File: src/rtl/y_latch_monitor_if.sv
// Pulse-width report port: the monitor offers a width, the consumer accepts it.
interface y_latch_monitor_if #(
    parameter int unsigned LEN_W = 16
);
    logic [LEN_W-1:0] pulse_len;
    logic             pulse_valid;
    logic             pulse_ready;

    modport master (
        output pulse_len,
        output pulse_valid,
        input  pulse_ready
    );

    modport slave (
        input  pulse_len,
        input  pulse_valid,
        output pulse_ready
    );
endinterface

File: src/rtl/y_latch_monitor.sv
// Synchronises the asynchronous latch output Y, counts its edges and reports
// the width of each complete high pulse over a single-slot valid/ready port.
module y_latch_monitor #(
    parameter int unsigned CNT_W = 8,
    parameter int unsigned LEN_W = 16
) (
    input  logic               clk,
    input  logic               rst_n,
    input  logic               y_in,
    input  logic               clr,
    output logic               y_sync,
    output logic [CNT_W-1:0]   rise_cnt,
    output logic [CNT_W-1:0]   fall_cnt,
    output logic               overrun,
    y_latch_monitor_if.master  pulse
);

    typedef enum logic [1:0] {
        S_INIT,
        S_LOW,
        S_HIGH
    } state_t;

    localparam logic [CNT_W-1:0] CNT_MAX = '1;
    localparam logic [LEN_W-1:0] LEN_MAX = '1;

    state_t           state;
    logic             s1;
    logic             y_d;
    logic             rise;
    logic             fall;
    logic [LEN_W-1:0] width;

    // Flops preset to 1 to match the latch power-up level: no edge after reset.
    always_ff @(posedge clk or negedge rst_n) begin
        if (!rst_n) begin
            s1     <= 1'b1;
            y_sync <= 1'b1;
            y_d    <= 1'b1;
        end else begin
            s1     <= y_in;
            y_sync <= s1;
            y_d    <= y_sync;
        end
    end

    assign rise = y_sync & ~y_d;
    assign fall = ~y_sync & y_d;

    always_ff @(posedge clk or negedge rst_n) begin
        if (!rst_n) begin
            state             <= S_INIT;
            rise_cnt          <= '0;
            fall_cnt          <= '0;
            width             <= '0;
            overrun           <= 1'b0;
            pulse.pulse_len   <= '0;
            pulse.pulse_valid <= 1'b0;
        end else if (clr) begin
            state             <= y_sync ? S_INIT : S_LOW;
            rise_cnt          <= '0;
            fall_cnt          <= '0;
            width             <= '0;
            overrun           <= 1'b0;
            pulse.pulse_len   <= '0;
            pulse.pulse_valid <= 1'b0;
        end else begin
            // A consume frees the slot; a same-cycle offer below refills it.
            if (pulse.pulse_valid && pulse.pulse_ready) begin
                pulse.pulse_valid <= 1'b0;
            end
            case (state)
                S_INIT: begin
                    if (fall) begin
                        state <= S_LOW;
                        if (fall_cnt != CNT_MAX) fall_cnt <= fall_cnt + CNT_W'(1);
                    end
                end
                S_LOW: begin
                    if (rise) begin
                        state <= S_HIGH;
                        width <= LEN_W'(1);
                        if (rise_cnt != CNT_MAX) rise_cnt <= rise_cnt + CNT_W'(1);
                    end
                end
                S_HIGH: begin
                    if (fall) begin
                        state <= S_LOW;
                        if (fall_cnt != CNT_MAX) fall_cnt <= fall_cnt + CNT_W'(1);
                        if (!pulse.pulse_valid || pulse.pulse_ready) begin
                            pulse.pulse_len   <= width;
                            pulse.pulse_valid <= 1'b1;
                        end else begin
                            overrun <= 1'b1;
                        end
                    end else if (y_sync && y_d && width != LEN_MAX) begin
                        width <= width + LEN_W'(1);
                    end
                end
                default: state <= S_INIT;
            endcase
        end
    end

endmodule
File: src/flat_wrapper.sv
// flat-port wrapper written by rule: the top's interface ports become plain ports
module y_latch_monitor_flat 
#(
    parameter int unsigned CNT_W = 8,
    parameter int unsigned LEN_W = 16
)
  (clk, rst_n, y_in, clr, y_sync, rise_cnt, fall_cnt, overrun, pulse_pulse_len, pulse_pulse_valid, pulse_pulse_ready);
  y_latch_monitor_if #(.LEN_W(LEN_W)) pulse_i ();
  input  logic clk;
  input  logic rst_n;
  input  logic y_in;
  input  logic clr;
  output logic y_sync;
  output logic [CNT_W-1:0] rise_cnt;
  output logic [CNT_W-1:0] fall_cnt;
  output logic overrun;
  output wire logic [$bits(pulse_i.pulse_len)-1:0] pulse_pulse_len;
  output wire logic [$bits(pulse_i.pulse_valid)-1:0] pulse_pulse_valid;
  input wire logic [$bits(pulse_i.pulse_ready)-1:0] pulse_pulse_ready;
  assign pulse_pulse_len = pulse_i.pulse_len;
  assign pulse_pulse_valid = pulse_i.pulse_valid;
  assign pulse_i.pulse_ready = pulse_pulse_ready;
  y_latch_monitor #(.CNT_W(CNT_W), .LEN_W(LEN_W)) u_core (.clk(clk), .rst_n(rst_n), .y_in(y_in), .clr(clr), .y_sync(y_sync), .rise_cnt(rise_cnt), .fall_cnt(fall_cnt), .overrun(overrun), .pulse(pulse_i));
endmodule
File: config.mk
export PLATFORM = sky130hd
export DESIGN_NAME = y_latch_monitor_flat
export DESIGN_NICKNAME = d
export VERILOG_FILES = /design/src/rtl/y_latch_monitor_if.sv /design/src/rtl/y_latch_monitor.sv /design/src/flat_wrapper.sv
export SDC_FILE = /design/constraint.sdc
export NUM_CORES = 1
export LEC_CHECK = 0
export ABC_AREA = 0
export ABC_CLOCK_PERIOD_IN_PS = 2450
export BUFFER_PORTS_ARGS = -buffer_cell sky130_fd_sc_hd__buf_2
export CORE_ASPECT_RATIO = 1.75
export CORE_MARGIN = 3
export CORE_UTILIZATION = 56
export CTS_CLUSTER_DIAMETER = 60
export CTS_CLUSTER_SIZE = 14
export DETAILED_ROUTE_END_ITERATION = 16
export GPL_TIMING_DRIVEN = 0
export PLACE_DENSITY = 0.78
export SETUP_SLACK_MARGIN = 0.02
export SLEW_MARGIN = 30
export SYNTH_ARGS = -nofsm -noshare
export SYNTH_HDL_FRONTEND = slang
export SYNTH_SLANG_ARGS = --single-unit
File: constraint.sdc
create_clock -name clk -period 2.45 [get_ports clk]
set_input_delay 0.3675 -clock clk [delete_from_list [all_inputs] [get_ports clk]]
set_output_delay 0.3675 -clock clk [all_outputs]
set_load 0.005 [all_outputs]
==> impl_metrics.toml, run 1 <==
[synthesis]
yosysSeqAreaShare_pct = 52.9
synth_cell_types = 40
syn_nets = 268
yosys_register_bits = 55
synth_warnings = 0
synth.avg_cell_area_sq_um = 10.0
syn_inst = 260
syn-cell-area_sq_mm = 0.00261

[worst_setup_path]
critical_path_buf_inv_count = 1
crit_path_max_fanout = 10
cp.required_ps = 2660
crit_family = "simple AND/OR/NAND/NOR gates"
reg2reg_from = "u_core.width[0]"
max_stage_delay_ps = 580
crit_path_end_kind = "flop"
rrSetupSlack_ps = 160
arrival_ps = 2500
reg2reg_to = "u_core.width[8]"
path_cells = "ha_1 > nand3_1 > or4_4 > and3_1 > clkbuf_1 > a21oi_1 > nor2_1"
ff2ff_path_depth = 7
crit_type = "flop to flop"
crit_slowest_cell = "or4_4"
cp-start-kind = "flop"

[drt]
drtIter0Drc = 60
routed_wl_um = 5060
detail-route-antenna-nets = 0
drc = 0
routed_via_density = 5.68
via_count = 2046
drtPass1Iterations = 4
detail_route.wl_per_cell_um = 14.0

[clock_network]
cts_root_buffer = "clkbuf_8"
cts_made_buffers = 5
hold_buffers = 0
cts_tree = "done"
cts_setup_buffers = 0
cts-resized-gates = 0
clkSlewWorstSetupHoldPaths_ps = 100
cts_max_level = 2
cts_buffer_depth = 2
clock-sinks = 55
clock_latency_ps = 310

[timing]
worst_slew_pin_slew_ps = 722
rsz0062_at_grt = "no"
min_period_ps = 2290
report.final.slew_viol_count = 0
fin_worst_skew_ps = 4.26
final-setup-viol-count = 0
hold_viol = 0
final.setup.tns_ps = 0
slew_headroom_pct = 51.5
fmax_mhz = 437
finalCritPeriodShare_pct = 93.5

[grt]
grt_antenna_before_repair = 0
grt_pass1_vias = 1892
grt-ovfl-total = 0
grt_pass1_wl_um = 8450
grt_max_degree = 56
grtUsageTotal_pct = 19.4

[placement]
place.port_buffers = 39
gp_congestion = 0.880
place_hpwl_um = 3560

[floorplanning]
dieWidth_um = 57.6
core_area_sq_mm = 0.00444
die_y_um = 96.3
io_pins = 40
start_util_pct = 58.7
rows = 32
die_area_sq_mm = 0.00554

[cells_and_area]
mostFrequentLayoutCells = "52 x dfrtp_1, 46 x nor2_1, 39 x buf_2"
layout_commonest_cell = "dfrtp_1"
num_antenna_cells = 0
final_layout_size_suffix_gt1_share_pct = 21.0
fin_nets = 316
syn2layout_area_growth_pct = 15.1
fillers = 389

[pwr]
p_switching_mw = 0.369
leakagePower_nw = 1.55
combPwrFrac_pct = 5.9
fin_total_pwr_mw = 1.65
clkPwrFrac_pct = 37.6
vdd_drop_max_mv = 0.470
p_seq_share_pct = 56.5
p_per_area_mw_per_mm2 = 551
p_sw_share_pct = 22.3
internal-power_mw = 1.29

[status]
run_status = "completed"

[worst_hold_path]
hp-class = "input port to async pin"

[run]
maxCapViolations = 0
-- flip-flops by register name, indices dropped and copies added (netlist names) --
register / flops
u_core.pulse.pulse_len: 16
u_core.width: 16
u_core.fall_cnt: 8
u_core.rise_cnt: 8
u_core.state: 2
u_core.overrun: 1
u_core.pulse.pulse_valid: 1
u_core.s1: 1
u_core.y_d: 1
u_core.y_sync: 1
-- Yosys cell counts --
library cell | n | area, sq um
nand2b_1 | 2 | 12.5
nand2_1 | 18 | 67.6
or4_4 | 1 | 11.3
o31ai_1 | 2 | 15.0
buf_6 | 1 | 11.3
a211oi_2 | 1 | 12.5
mux2i_1 | 18 | 180
dfrtp_1 | 52 | 1300
a41oi_1 | 1 | 8.76
a211oi_4 | 1 | 20.0
dfstp_2 | 3 | 78.8
xnor2_1 | 2 | 17.5
a21oi_1 | 12 | 60.1
a21boi_0 | 1 | 7.51
nor3b_1 | 1 | 7.51
and4_1 | 1 | 8.76
clkbuf_1 | 8 | 30.0
xor2_1 | 10 | 87.6
nor2_1 | 46 | 173
nand4_1 | 11 | 68.8
o21ai_0 | 19 | 95.1
and3_1 | 8 | 50.1
o21ai_1 | 1 | 5.00
nand3b_1 | 2 | 15.0
nand3_1 | 10 | 50.1
a211oi_1 | 1 | 7.51
nor3_1 | 2 | 10.0
o31a_1 | 1 | 8.76
a31oi_1 | 3 | 18.8
a21o_1 | 1 | 7.51
o21ai_2 | 6 | 52.6
nor2b_1 | 1 | 6.26
buf_1 | 1 | 3.75
inv_1 | 3 | 11.3
ha_1 | 3 | 37.5
nand4_2 | 1 | 12.5
or3_1 | 2 | 12.5
buf_2 | 1 | 5.00
o32ai_1 | 1 | 8.76
o21ba_2 | 1 | 10.0
-- routing by layer --
metal	up-vias	GRT usage, %	routed length, um
met1	991	22.8	2150
met4	0	8.12	92
li1	1008	-	-
met5	-	0	0
met2	38	34.1	2640
met3	9	3.62	170
-- power by group through the flow --
stage	Combinational, mW	Clock, mW	Sequential [mW]
3_5_place_dp	0.0961	0	0.952
4_1_cts	0.0966	0.628	0.934
5_1_grt	0.111	0.670	0.936
2_1_floorplan	0.0553	0	0.950
6_report	0.0977	0.622	0.934
3_3_place_gp	0.0943	0	0.952
-- area by class of cell --
| class | instances | area [sq um] | area share [%] |
|---|---|---|---|
| clock buffer | 6 | 82.6 | 2.75 |
| inverter | 3 | 11.3 | 0.375 |
| buffer | 11 | 50.0 | 1.67 |
| tap | 51 | 63.8 | 2.13 |
| multi-input combinational | 191 | 1170 | 38.8 |
| sequential | 55 | 1380 | 46.0 |
| clock inverter | 2 | 35.0 | 1.17 |
| timing repair buffer | 41 | 213 | 7.09 |
-- worst max-delay path by stage --
stage                    start          endpoint  slack [ps]  depth (start not counted)
2_1_floorplan  u_core.width[0]  u_core.width[15]         440                          7
3_3_place_gp   u_core.width[0]  u_core.width[15]         170                          7
3_5_place_dp   u_core.width[0]  u_core.width[15]         160                          7
4_1_cts        u_core.width[0]  u_core.width[15]         130                          7
5_1_grt        u_core.width[0]   u_core.width[6]          40                          7
6_report       u_core.width[0]   u_core.width[8]         160                          7
-- logic make-up (layout without fill, tap and decap cells) --
family	count (synthesis)	after routing	share of synthesized area, %
AND/OR/NAND/NOR	106	106	19.4
adder cells (fa/ha/maj)	3	3	1.44
AO/OA/AOI/OAI	52	52	13.0
flip-flops	55	55	52.9
XOR/XNOR	12	12	4.03
buffers and inverters	14	63	2.35
multiplexers	18	18	6.91
-- through the flow --
step / instance area, sq um / instances / hold WS, ps / worst slack (ps) / utilization [%]
floorplan: 2610 / 260 / 71.9 / 435 / -
global placement: 2870 / 350 / 348 / 165 / 64.5
detailed placement: 2870 / 350 / 349 / 165 / 64.6
CTS: 2990 / 358 / 119 / 131 / 67.2
global route: 3000 / 360 / 134 / 39.6 / 67.5
finish: 3000 / 360 / 80.4 / 160 / 67.5
-- worst reg2reg max path, delay by kind of cell, from the launching register on --
family                     cells  cell delay, ps
adders and majority gates      1             250
buffers and inverters          1             250
and+or+nand+nor                4            1040
AOI/OAI and AO/OA              1             210
DFF                            1             450
No activity file was read; power rests on OpenSTA's default activity.
==> inputs of run 2 (changes only) <==
--- a/config.mk
+++ b/config.mk
@@ -7,15 +7,15 @@
 export LEC_CHECK = 0
 export ABC_AREA = 0
 export ABC_CLOCK_PERIOD_IN_PS = 2450
-export BUFFER_PORTS_ARGS = -buffer_cell sky130_fd_sc_hd__buf_2
 export CORE_ASPECT_RATIO = 1.75
 export CORE_MARGIN = 3
-export CORE_UTILIZATION = 56
+export CORE_UTILIZATION = 62
 export CTS_CLUSTER_DIAMETER = 60
 export CTS_CLUSTER_SIZE = 14
 export DETAILED_ROUTE_END_ITERATION = 16
+export DONT_BUFFER_PORTS = 1
 export GPL_TIMING_DRIVEN = 0
-export PLACE_DENSITY = 0.78
+export PLACE_DENSITY = 0.77
 export SETUP_SLACK_MARGIN = 0.02
 export SLEW_MARGIN = 30
 export SYNTH_ARGS = -nofsm -noshare
==> impl_metrics.toml, run 2 (same netlist as run 1, synthesis figures left out) <==
[grt]
grt-ovfl-total = 0
grt_antenna_before_repair = 0
grt_pass1_wl_um = 8450
grt_pass1_vias = 1900
grtUsageTotal_pct = 22.2
grt_max_degree = 56

[drt]
routed-wl-met3_um = 316
routed.top_layer = "met4"
drtPass1Iterations = 4
drtIter0Drc = 37
via_count = 1919
detail-route-antenna-nets = 0
detail_route.wl_per_cell_um = 15.9
dr_wl_met2_um = 2580
met1_length_um = 2090
drc = 0
routed_wl_um = 5070
routed_via_density = 6.02

[cells_and_area]
top_regs = "u_core.pulse.pulse_len: 16 flops, u_core.width: 16 flops"
fillers = 308
syn2layout_area_growth_pct = 8.69
num_antenna_cells = 0
layout_commonest_cell = "dfrtp_1"
mostFrequentLayoutCells = "52 x dfrtp_1, 46 x nor2_1, 19 x o21ai_0"
final_layout_size_suffix_gt1_share_pct = 9.96
fin_nets = 278
final_util_pct = 71.2
design_area_sq_mm = 0.00283
stdcell_count = 319

[timing]
fmax_mhz = 455
slew_headroom_pct = 50.9
final.setup.tns_ps = 0
fin_worst_skew_ps = 6.00
report.final.slew_viol_count = 0
rsz0062_at_grt = "no"
worst_slew_pin_slew_ps = 731
final-setup-viol-count = 0
finalCritPeriodShare_pct = 89.6
hold_viol = 0
min_period_ps = 2200

[floorplanning]
rows = 30
die_y_um = 91.8
dieWidth_um = 55.0
io_pins = 40
die_area_sq_mm = 0.00505
start_util_pct = 65.5
core_area_sq_mm = 0.00398

[clock_network]
cts_buffer_depth = 2
cts_root_buffer = "clkbuf_8"
cts_made_buffers = 5
cts_max_level = 2
clock-sinks = 55
cts_tree = "done"
clock_latency_ps = 300
clkSlewWorstSetupHoldPaths_ps = 100

[worst_setup_path]
path_cells = "ha_1 > nand3_1 > or4_4 > and3_1 > nand3_1 > o31ai_1"
cp-start-kind = "flop"
cpMostUsedCell = "nand3_1"
crit_slowest_cell = "or4_4"
crit_type = "flop to flop"
arrival_ps = 2390
max_stage_delay_ps = 590
crit_path_end_kind = "flop"
cp.required_ps = 2640
crit_path_max_fanout = 13

[run]
maxCapViolations = 0

[placement]
place.port_buffers = 0
place_inst = 308
gp_congestion = 0.874
place_hpwl_um = 3540
post_dp_cell_area_sq_mm = 0.00267

[pwr]
fin_total_pwr_mw = 1.65
leakagePower_nw = 1.36
vdd_drop_max_mv = 0.567
p_per_area_mw_per_mm2 = 582

[worst_hold_path]
hp-class = "input port to flop"

[status]
run_status = "completed"
-- run 2: area by class of cell --
class | instances | area, sq um | area share [%]
Buffer | 10 | 46.3 | 1.63
Clock inverter | 2 | 35.0 | 1.24
Inverter | 3 | 11.3 | 0.397
Tap cell | 48 | 60.1 | 2.12
Multi-Input combinational cell | 191 | 1170 | 41.1
Clock buffer | 6 | 82.6 | 2.91
Sequential cell | 55 | 1380 | 48.7
Timing Repair Buffer | 4 | 52.6 | 1.85
-- run 2: stage by stage --
step / setup slack, ps / hold WS, ps
finish: 254 / 55.3
global route: 108 / 34.5
CTS: 86.5 / 48.1
detailed placement: 112 / 73.1
global placement: 179 / 73.2
floorplan: 435 / 71.9
-- run 2: routing by layer --
metal	up-vias	GRT usage, %
met3	10	4.88
met4	0	7.51
met5	-	0
met1	915	28.0
met2	61	36.3
li1	933	-
-- run 2: power breakdown --
part	switching, mW	internal [mW]	leakage [nW]
registers	0.0151	0.920	0.753
logic	0.0618	0.0338	0.546
clock network	0.287	0.331	0.0612
total	0.364	1.29	1.36
-- run 2: critical path: cells and delay by family (launching register included) --
kind,cells,cell delay [ps]
flops,1,450
simple gates,4,1300
compound gates,1,90
fa+ha+maj,1,240
-- run 2: worst paths after layout --
kind	startpoint	end	slack, ps	depth (start not counted)
setup / recovery	u_core.width[0]	u_core.width[15]	250	6
hold / removal	y_in	u_core.s1	60	0
setup reg to reg	u_core.width[0]	u_core.width[15]	250	6
hold reg to reg	u_core.s1	u_core.y_sync	360	0
max in group asynchronous	rst_n	u_core.s1	1590	2
min in group asynchronous	rst_n	u_core.width[14]	570	2
-- run 2: repair_timing --
action                                 4_1_cts  5_1_grt
hold buffers                                 2        0
endpoints found under the hold margin       55        0
setup buffers                                0        2
setup endpoints to repair                    0        9
gates resized for setup                      0        0
==> inputs of run 3 (changes only) <==
--- a/config.mk
+++ b/config.mk
@@ -6,16 +6,16 @@
 export NUM_CORES = 1
 export LEC_CHECK = 0
 export ABC_AREA = 0
-export ABC_CLOCK_PERIOD_IN_PS = 2450
+export ABC_CLOCK_PERIOD_IN_PS = 2800
+export BUFFER_PORTS_ARGS = -buffer_cell sky130_fd_sc_hd__buf_2
 export CORE_ASPECT_RATIO = 1.75
 export CORE_MARGIN = 3
-export CORE_UTILIZATION = 62
+export CORE_UTILIZATION = 60
 export CTS_CLUSTER_DIAMETER = 60
 export CTS_CLUSTER_SIZE = 14
 export DETAILED_ROUTE_END_ITERATION = 16
-export DONT_BUFFER_PORTS = 1
 export GPL_TIMING_DRIVEN = 0
-export PLACE_DENSITY = 0.77
+export PLACE_DENSITY = 0.83
 export SETUP_SLACK_MARGIN = 0.02
 export SLEW_MARGIN = 30
 export SYNTH_ARGS = -nofsm -noshare
==> constraint.sdc (replaced) <==
create_clock -name clk -period 2.8 [get_ports clk]
set_input_delay 0.42 -clock clk [delete_from_list [all_inputs] [get_ports clk]]
set_output_delay 0.42 -clock clk [all_outputs]
set_load 0.005 [all_outputs]
==> impl_metrics.toml, run 3 (same netlist as run 1, synthesis figures left out) <==
[cells_and_area]
final_util_pct = 71.8
layout_commonest_cell = "dfrtp_1"
multi_input_area_sq_mm = 0.00117
mostFrequentLayoutCells = "52 x dfrtp_1, 46 x nor2_1, 39 x buf_2"
final_layout_size_suffix_gt1_share_pct = 20.5
num_antenna_cells = 0
syn2layout_area_growth_pct = 14.3
fin_nets = 314
regArea_sq_mm = 0.00138
fillers = 330
design_area_sq_mm = 0.00298
top_regs = "u_core.pulse.pulse_len: 16 flops, u_core.width: 16 flops"
stdcell_count = 356

[worst_hold_path]
hp-class = "input port to async pin"

[timing]
finalCritPeriodShare_pct = 84.3
min_period_ps = 2360
fmax_mhz = 424
slew_headroom_pct = 52.4
final-setup-viol-count = 0
worst_slew_pin_slew_ps = 709
hold_viol = 0
rsz0062_at_grt = "no"
final.setup.tns_ps = 0
report.final.slew_viol_count = 0
fin_worst_skew_ps = 4.84

[grt]
grt-ovfl-total = 0
grt_max_degree = 56
grt_pass1_vias = 2093
grtUsageTotal_pct = 23.2
grt_antenna_before_repair = 0
grt_pass1_wl_um = 9620

[worst_setup_path]
critical_path_buf_inv_count = 1
ff2ff_path_depth = 7
crit_type = "flop to flop"
crit_path_end_kind = "flop"
arrival_ps = 2570
max_stage_delay_ps = 580
crit_path_max_fanout = 10
path_cells = "ha_1 > nand3_1 > or4_4 > a211oi_4 > buf_6 > o21ai_1 > o31ai_1"
crit_family = "simple AND/OR/NAND/NOR gates"
crit_slowest_cell = "or4_4"
cp.required_ps = 3010
reg2reg_from = "u_core.width[0]"
rrSetupSlack_ps = 440
reg2reg_to = "u_core.width[15]"
cp-start-kind = "flop"

[status]
run_status = "completed"

[floorplanning]
dieWidth_um = 55.8
core_area_sq_mm = 0.00415
start_util_pct = 62.8
rows = 31
die_y_um = 93.2
io_pins = 40
die_area_sq_mm = 0.00520

[pwr]
vdd_drop_max_mv = 0.547
leakagePower_nw = 1.54
p_per_area_mw_per_mm2 = 481

[drt]
via_count = 2119
detail-route-antenna-nets = 0
routed.top_layer = "met4"
routed-wl-met3_um = 241
drc = 0
drtIter0Drc = 61
dr_wl_met2_um = 2950
met1_length_um = 2210
routed_wl_um = 5530
detail_route.wl_per_cell_um = 15.5
drtPass1Iterations = 4
routed_via_density = 5.95

[clock_network]
cts_made_buffers = 5
clock_latency_ps = 310
cts_buffer_depth = 2
clkSlewWorstSetupHoldPaths_ps = 100
cts_root_buffer = "clkbuf_8"
cts_max_level = 2
cts-resized-gates = 0
clock-sinks = 55
cts_tree = "done"
hold_buffers = 0
cts_setup_buffers = 0

[placement]
place_hpwl_um = 3890
gp_congestion = 0.896
place_inst = 348
post_dp_cell_area_sq_mm = 0.00287
place.port_buffers = 39

[run]
maxCapViolations = 0
## run 3: changes by cell type in the layout (fill, tap and decap cells not counted), sizes merged
cell         delta
dlygate4sd3     -1
clkinv          +1
buf            +36
## run 3: worst max-delay path by stage
stage / startpoint / end / slack, ps / depth (start not counted)
2_1_floorplan: u_core.width[0] / u_core.width[15] / 790 / 7
3_3_place_gp: u_core.width[0] / u_core.width[15] / 530 / 7
3_5_place_dp: u_core.width[0] / u_core.width[15] / 490 / 7
4_1_cts: u_core.width[0] / u_core.width[15] / 450 / 7
5_1_grt: u_core.width[0] / u_core.width[11] / 300 / 7
6_report: u_core.width[0] / u_core.width[15] / 440 / 7
## run 3: worst reg2reg max path: stages, from the launching register on
cell	delay (ps)
dfrtp_1	450
ha_1	250
nand3_1	130
or4_4	580
a211oi_4	460
buf_6	230
o21ai_1	90
o31ai_1	80
## run 3: area by class of cell
cell class,instances,area share (%)
plain buffers,11,1.68
clock buffers,5,2.31
clock inverters,3,1.47
inverters,3,0.378
multi-input cells,191,39.1
flip-flops and latches,55,46.3
well taps,49,2.06
repair buffers,39,6.64
## run 3: per-layer routing
metal  vias up  GRT usage, %
li1       1005             -
met3        14          4.56
met2        59          40.7
met5         -             0
met1      1041          26.5
met4         0          12.1
## run 3: stage by stage
stage	setup WS [ps]	hold slack, ps	total power, mW
after CTS	449	165	1.44
after global routing	300	167	1.49
after floorplan	785	124	0.880
final	439	134	1.43
after detailed placement	486	350	0.918
after global placement	529	347	0.914
## run 3: report_power, final
group	internal, mW	switching (mW)
Combinational	0.0265	0.0583
Clock	0.267	0.263
Sequential	0.805	0.0127
